## src/rtl/branch_predictor.sv

```systemverilog
// Fetch-stage branch predictor: direct-mapped BTB with 2-bit saturating counters, plus EX-stage mispredict/restore reporting.
// Latency: lookup and mispredict are combinational; table updates land on the rising CLK edge. No backpressure, one resolve per branch.
// Optional statistics counters are enabled with `define BRANCH_PREDICTOR_STATS_EN.
module branch_predictor #(
    parameter int IDXW  = 3,
    parameter int WORDW = 32
) (
    input  logic             CLK,
    input  logic             nRST,
    input  logic [WORDW-1:0] lookup_pc,
    output logic             pred_hit,
    output logic             pred_taken,
    output logic [WORDW-1:0] pred_target,
    input  logic             resolve_en,
    input  logic [WORDW-1:0] resolve_pc,
    input  logic             resolve_taken,
    input  logic [WORDW-1:0] resolve_target,
    input  logic             resolve_pred_taken,
    input  logic [WORDW-1:0] resolve_pred_target,
    output logic             mispredict,
    output logic [WORDW-1:0] restore_pc,
    output logic             restore_is_branch,
    output logic [31:0]      stat_branches,
    output logic [31:0]      stat_mispredicts
);

    localparam int ENTRIES = 1 << IDXW;
    localparam int TAGW    = WORDW - IDXW - 2;
    localparam logic [WORDW-1:0] PC_STEP = WORDW'(4);

    localparam logic [1:0] CTR_SNT = 2'b00;
    localparam logic [1:0] CTR_WNT = 2'b01;
    localparam logic [1:0] CTR_WT  = 2'b10;
    localparam logic [1:0] CTR_ST  = 2'b11;

    logic             valid_q  [ENTRIES];
    logic [TAGW-1:0]  tag_q    [ENTRIES];
    logic [WORDW-1:0] target_q [ENTRIES];
    logic [1:0]       ctr_q    [ENTRIES];

    logic [IDXW-1:0] lk_idx;
    logic [TAGW-1:0] lk_tag;
    logic [IDXW-1:0] rs_idx;
    logic [TAGW-1:0] rs_tag;
    logic            rs_hit;
    logic [1:0]      rs_ctr;
    logic [1:0]      ctr_inc;
    logic [1:0]      ctr_dec;

    assign lk_idx = lookup_pc[IDXW+1:2];
    assign lk_tag = lookup_pc[WORDW-1:IDXW+2];
    assign rs_idx = resolve_pc[IDXW+1:2];
    assign rs_tag = resolve_pc[WORDW-1:IDXW+2];

    // Lookup reads the registered table only; a same-cycle update is not bypassed.
    assign pred_hit    = valid_q[lk_idx] && (tag_q[lk_idx] == lk_tag);
    assign pred_taken  = pred_hit && ctr_q[lk_idx][1];
    assign pred_target = pred_taken ? target_q[lk_idx] : lookup_pc + PC_STEP;

    assign mispredict = resolve_en &&
                        ((resolve_pred_taken != resolve_taken) ||
                         (resolve_taken && (resolve_pred_target != resolve_target)));
    assign restore_pc        = resolve_taken ? resolve_target : resolve_pc + PC_STEP;
    assign restore_is_branch = resolve_taken;

    assign rs_hit  = valid_q[rs_idx] && (tag_q[rs_idx] == rs_tag);
    assign rs_ctr  = ctr_q[rs_idx];
    assign ctr_inc = (rs_ctr == CTR_ST)  ? CTR_ST  : rs_ctr + 2'd1;
    assign ctr_dec = (rs_ctr == CTR_SNT) ? CTR_SNT : rs_ctr - 2'd1;

    always_ff @(posedge CLK or negedge nRST) begin
        if (!nRST) begin
            for (int i = 0; i < ENTRIES; i++) begin
                valid_q[i]  <= 1'b0;
                tag_q[i]    <= '0;
                target_q[i] <= '0;
                ctr_q[i]    <= CTR_WNT;
            end
        end else if (resolve_en) begin
            if (rs_hit) begin
                if (resolve_taken) begin
                    ctr_q[rs_idx]    <= ctr_inc;
                    target_q[rs_idx] <= resolve_target;
                end else begin
                    ctr_q[rs_idx] <= ctr_dec;
                end
            end else if (resolve_taken) begin
                // Taken miss replaces whatever aliased into this slot; not-taken misses never allocate.
                valid_q[rs_idx]  <= 1'b1;
                tag_q[rs_idx]    <= rs_tag;
                target_q[rs_idx] <= resolve_target;
                ctr_q[rs_idx]    <= CTR_WT;
            end
        end
    end

`ifdef BRANCH_PREDICTOR_STATS_EN
    logic [31:0] branches_q;
    logic [31:0] mispredicts_q;

    always_ff @(posedge CLK or negedge nRST) begin
        if (!nRST) begin
            branches_q    <= '0;
            mispredicts_q <= '0;
        end else begin
            if (resolve_en && (branches_q != '1)) begin
                branches_q <= branches_q + 32'd1;
            end
            if (mispredict && (mispredicts_q != '1)) begin
                mispredicts_q <= mispredicts_q + 32'd1;
            end
        end
    end

    assign stat_branches    = branches_q;
    assign stat_mispredicts = mispredicts_q;
`else
    assign stat_branches    = '0;
    assign stat_mispredicts = '0;
`endif

endmodule
```

## config.mk

```make
export PLATFORM = sky130hd
export DESIGN_NAME = branch_predictor
export DESIGN_NICKNAME = d
export VERILOG_FILES = /design/src/rtl/branch_predictor.sv
export SDC_FILE = /design/constraint.sdc
export NUM_CORES = 1
export LEC_CHECK = 0
export ABC_AREA = 1
export ABC_CLOCK_PERIOD_IN_PS = 5030
export CORE_MARGIN = 2
export CORE_UTILIZATION = 32
export CTS_BUF_LIST = sky130_fd_sc_hd__clkbuf_8
export DETAILED_ROUTE_END_ITERATION = 10
export DONT_BUFFER_PORTS = 1
export MAX_ROUTING_LAYER = met4
export SYNTH_ARGS = -nofsm -noshare
export SYNTH_HDL_FRONTEND = slang
export SYNTH_SLANG_ARGS = --single-unit
```

## constraint.sdc

```tcl
create_clock -name CLK -period 5.03 [get_ports CLK]
set_clock_uncertainty 0.2 [all_clocks]
set_input_delay 0.2515 -clock CLK [delete_from_list [all_inputs] [get_ports CLK]]
set_output_delay 0.2515 -clock CLK [all_outputs]
set_load 0.02 [all_outputs]
```

# Yosys cells after proc, flatten, opt, wreduce, memory -nomap -nowiden
# Index checks and enable logic that the tools add are counted.
# op_classes
add_sub_neg,4
magnitude_cmp,3
n_eq_ne,5
n_mux,40
bitwise,7
reduce_logical,12
# op_table
op,n
$bwmux 256,1
$bwmux 216,1
$bmux 27 s3,2
$mux 32,5
$mux 27,5
$bmux 32 s3,1
$demux 32 s3,1
$demux 27 s3,1
$add 32x3->32 const B,2
$eq 27x27->1,2
$mux 16,3
$bwmux 16,2
$ne 32x32->1,1
$or 8x8->8,2
$mux 2,7
$bmux 2 s3,2
$and 8x8->8,1
$ge 4x4->1 const B,2
$not 3->4,2
$not 8->8,1
$bmux 1 s3,2
$demux 2 s3,1
$logic_and 1x1->1,6
$mux 1,5
12 further kinds,13
# word_totals
ff_bits,496
input_bits,133

# Depth between registers and ports, before layout
# logic_depth
ltp_word,9
ltp_mapped,22

# Least setup slack after synthesis
# Ideal clock, no wire load.
# synth_timing
kind,in2out
startpoint,in lookup_pc[3]
endpoint,out pred_target[29]
arrival_time_ns,2.316
required_ns,4.578
setup_slack_ns,2.263
path_stages,16
n_path_buf,4
path_cell_list,buf_2 -> buf_6 -> clkbuf_1 -> o211ai_1 -> nand3_1 -> nand2_1 -> nand2_1 -> nand2_1 -> a21oi_1 -> nand2_1 -> nor2_1 -> nand2_1 -> nor2_2 -> nand2_1 -> buf_2 -> o21ai_1
# synth_via
elab_chain_len,8
# synth_lines
element,line,source
from (decl),10,"input logic [WORDW-1:0] lookup_pc,"
$not 3->4 (not written as such),"56, 57, 58",
$bmux 27 s3,56,assign pred_hit = valid_q[lk_idx] && (tag_q[lk_idx] == lk_tag);
$mux 27 (not written as such) (2 in a row),56,
$eq 27x27->1,56,
$logic_and 1x1->1,56,
$logic_and 1x1->1,57,assign pred_taken = pred_hit && ctr_q[lk_idx][1];
$mux 32 *,58,assign pred_target = pred_taken ? target_q[lk_idx] : lookup_pc + PC_STEP;
to (decl),13,"output logic [WORDW-1:0] pred_target,"
# Mark *: on every way between the ends. The rest lies on a longest branch, timed or not. The select of a mux whose other input is x is not followed.

# Worst setup path in the final report
# layout_timing
startpoint,in resolve_pc[3]
endpoint,reg ctr_q[1] in the netlist's numbering
# layout_via
elab_chain_len,9
# layout_lines
element,line,source
from (decl),15,"input logic [WORDW-1:0] resolve_pc,"
$not 3->4 (not written as such) *,n/a,
$bmux 2 s3,67,assign rs_ctr = ctr_q[rs_idx];
$mux 2 (not written as such) (2 in a row),67,
"$sub 2x1->2, or another cell as far along",69,assign ctr_dec = (rs_ctr == CTR_SNT) ? CTR_SNT : rs_ctr - 2'd1;
"$mux 2, on equally long branches","69, 68",
"$bwmux 16, on equally long branches","85, 82",
$mux 16,81,if (resolve_taken) begin
$mux 16,80,if (rs_hit) begin
"to (signal, indexed assignment)",82,ctr_q[rs_idx] <= ctr_inc;
"to (signal, indexed assignment)",85,ctr_q[rs_idx] <= ctr_dec;
to (decl),39,logic [1:0] ctr_q [ENTRIES];
# Marked as above.
# A chain may end at the register's enable or synchronous reset.

==> results.cfg <==
[status]
status = finished, violations left
violations = hold timing, slew limit

[place]
dpl_cell_area_sq_um = 29900
hpwl_um = 75300
port-buffer-count = 0
gp_congestion = 1.01

[critical_path]
cpMaxStageDelayCell = dlygate4sd3_1
cp_max_fo = 10
arrival_ns = 5.27
critical-path-top-delay-family = buffers and inverters
worstPathRequired_ns = 5.44
slowest_delay_ns = 0.88
cp-end-kind = flip-flop
path_buf_inv = 5
crit_chain = dlygate4sd3_1 -> nor2_4 -> dlygate4sd3_1 -> nand2_1 -> nor2_1 -> nor2_1 -> nand2_1 -> nor2_1 -> nand2_1 -> nor2_1 -> nand3_1 -> nor2_2 -> nand2_2 -> inv_1 -> o211ai_1 -> dlygate4sd3_1 -> nand2_1 -> nand2_1 -> dlygate4sd3_1
worstSetupStartpointType = input pin
critPathKind = input pin to flip-flop
critPathMostFrequentCell = nand2_1

[grt]
grt_overflow_total = 0
antenna_found_initial = 8
grt_pass1_vias = 26100
grt_pass1_wl_um = 173000
grt_max_degree = 497
grt_usage = 0.250

[clock_network]
holdBufCountCts = 75
cts_setup_buffers = 0
cts_root_buf = clkbuf_8
cts_buffers = 86
clk_latency_ns = 0.75
cts_tree = built
cts_max_path_buffers = 3
htreeDepth = 3
cts.sinks = 496
path_clk_slew_ns = 0.07

[sta]
tightest_slew_ns = 1.80
maxClockFrequency_mhz = 206
hold_ws_ns = -0.915
hold_violations = 495
rsz0062_at_grt = no
final_max_slew_viol_count = 265
setup_violations = 0
relSlewSlack = -0.200
tns_ns = 0
period_needed_ns = 4.85
fin_crit_sh = 0.965

[power]
leakage_nw = 15.5
p_sw_w = 0.00390
pwr-share-comb = 0.207
p_seq_frac = 0.451
ir_drop_mv = 0.188
p_per_area_nw_per_um2 = 362
swShare = 0.332
intPower_w = 0.00786
clock_power_share = 0.343

[synth]
ys_top_cells_by_area = dfrtp_1 41%, nand2_1 15%, o21ai_0 9.6%
yosysUniqueCellTypes = 50
synth_edf_count = 0
synth-warning-count = 0
netlist.area_leader.share = 0.413
ys_seq_area_frac = 0.420
yosys_most_used_dff = dfrtp_1
avgSynthCellArea_sq_um = 7.04
async_flop_share = 1.00
netlist_area_sq_um = 29500
synth_area_leader_cell = dfrtp_1
netlist_instances = 4197
ys_ff_latch = 496

[detailed_routing]
drcViolationCount = 0
drt-initial-drc-count = 3451
detail_route.wl_per_cell_um = 21.7
vias_per_cell = 5.35
drt-total-wl_um = 117000
ant_nets = 0
drt-pass1-iter-count = 6
num_vias = 28800

[finish]
nets = 4258
area_growth_pct = 10.0
drive_gt1_frac = 0.0539
finalInstanceArea_sq_um = 32500

[floorplanning]
ioPinCount = 265
start_util = 0.323
core_area_sq_um = 91500
fp.dieW_um = 308
dieArea_sq_um = 94800
num_rows = 111
die_h_um = 308

[job]
max-cap-violations = 0

[hold_path]
hp-class = input pin to asynchronous set/reset pin
[power groups by stage]
stage | combinational (W) | clock [W] | sequential, W
finish | 0.00243 | 0.00403 | 0.00530
global route | 0.00276 | 0.00425 | 0.00540
CTS | 0.00239 | 0.00407 | 0.00528
detailed placement | 0.00232 | 0 | 0.00535
global placement | 0.00227 | 0 | 0.00533
floorplan | 0.00190 | 0 | 0.00523
[flip-flops by register name, indices dropped and copies added, names as in the netlist]
register and cells:
target_q 256, valid_q 8, ctr_q 16, tag_q 216
[routing by layer]
layer	up-vias	wire, um	global-route usage
met2	1612	47900	0.345
met1	13700	51800	0.357
met4	0	2670	0.0582
li1	13300	-	-
met5	-	0	-
met3	206	14600	0.0734
[layout by cell type, fill, tap and decap left out, types with 64 or more instances in the layout]
cell           instances
o211ai_1              64
o21ai_0              564
a21oi_1              182
nand2_1             1220
conb_1                64
nand3_1              231
inv_1                405
nor2_1               355
clkbuf_8             111
dlygate4sd3_1         75
dfrtp_1              488
o21a_1                64
[timing repair]
action | CTS | global route
hold endpoints to repair | 984 | 496
setup endpoints to repair | 0 | 1
resized for setup | 0 | 2
[metrics by stage]
step	hold WS (ns)	std cells	total power, W	utilization	setup slack (ns)
global route	-0.963	5390	0.0124	0.355	0.0318
floorplan	-0.244	4260	0.00712	-	2.26
CTS	-0.962	5382	0.0117	0.355	0.287
finish	-0.915	5392	0.0118	0.355	0.176
detailed placement	-0.178	5146	0.00767	0.327	1.07
global placement	-0.176	5146	0.00760	0.327	1.10
[area by class of cell]
type | count | area [sq um]
inverter | 391 | 1480
antenna | 10 | 25.0
sequential | 496 | 12400
multi-input combinational | 3038 | 14200
tap | 1186 | 1480
clock buffer | 111 | 1530
clock inverter | 50 | 314
timing repair buffer | 110 | 1060
fill | 9780 | 59000
[worst paths after layout]
kind	from	end	slack [ns]	depth (start not counted)
setup reg to reg	tag_q[157]	ctr_q[6]	0.50	14
min in group CLK	resolve_target[0]	target_q[0]	0.04	3
hold reg to reg	ctr_q[12]	ctr_q[12]	0.27	2
hold / removal	nRST	tag_q[49]	-0.92	0
max in group asynchronous	nRST	tag_q[35]	4.16	0
setup / recovery	resolve_pc[3]	ctr_q[1]	0.18	19
[cell usage after synthesis (all sizes together) (3+ instances only)]
cell,n
nand2,1231
o21ai,611
dfrtp,488
inv,386
nor2,368
nand3,233
buf,185
a21oi,182
clkbuf,150
o211ai,64
o21a,64
xor2,54
o22ai,41
nor3,23
nand4,18
o221ai,18
o31ai,15
or2,12
nand3b,11
dfstp,8
clkinv,5
nor4,5
a211oi,4
xnor2,4
a31oi,3
[kinds of logic after synthesis]
group                    Yosys count  share of synthesized area
AND/OR/NAND/NOR                 1905                      0.264
other                              1                   0.000127
adder cells (fa/ha/maj)            2                   0.000847
XOR/XNOR                          58                     0.0172
flip-flops                       496                      0.420
buffers and inverters            726                      0.109
multiplexers                       1                   0.000339
AO/OA/AOI/OAI                   1008                      0.188
No activity file was read; power rests on OpenSTA's default activity.
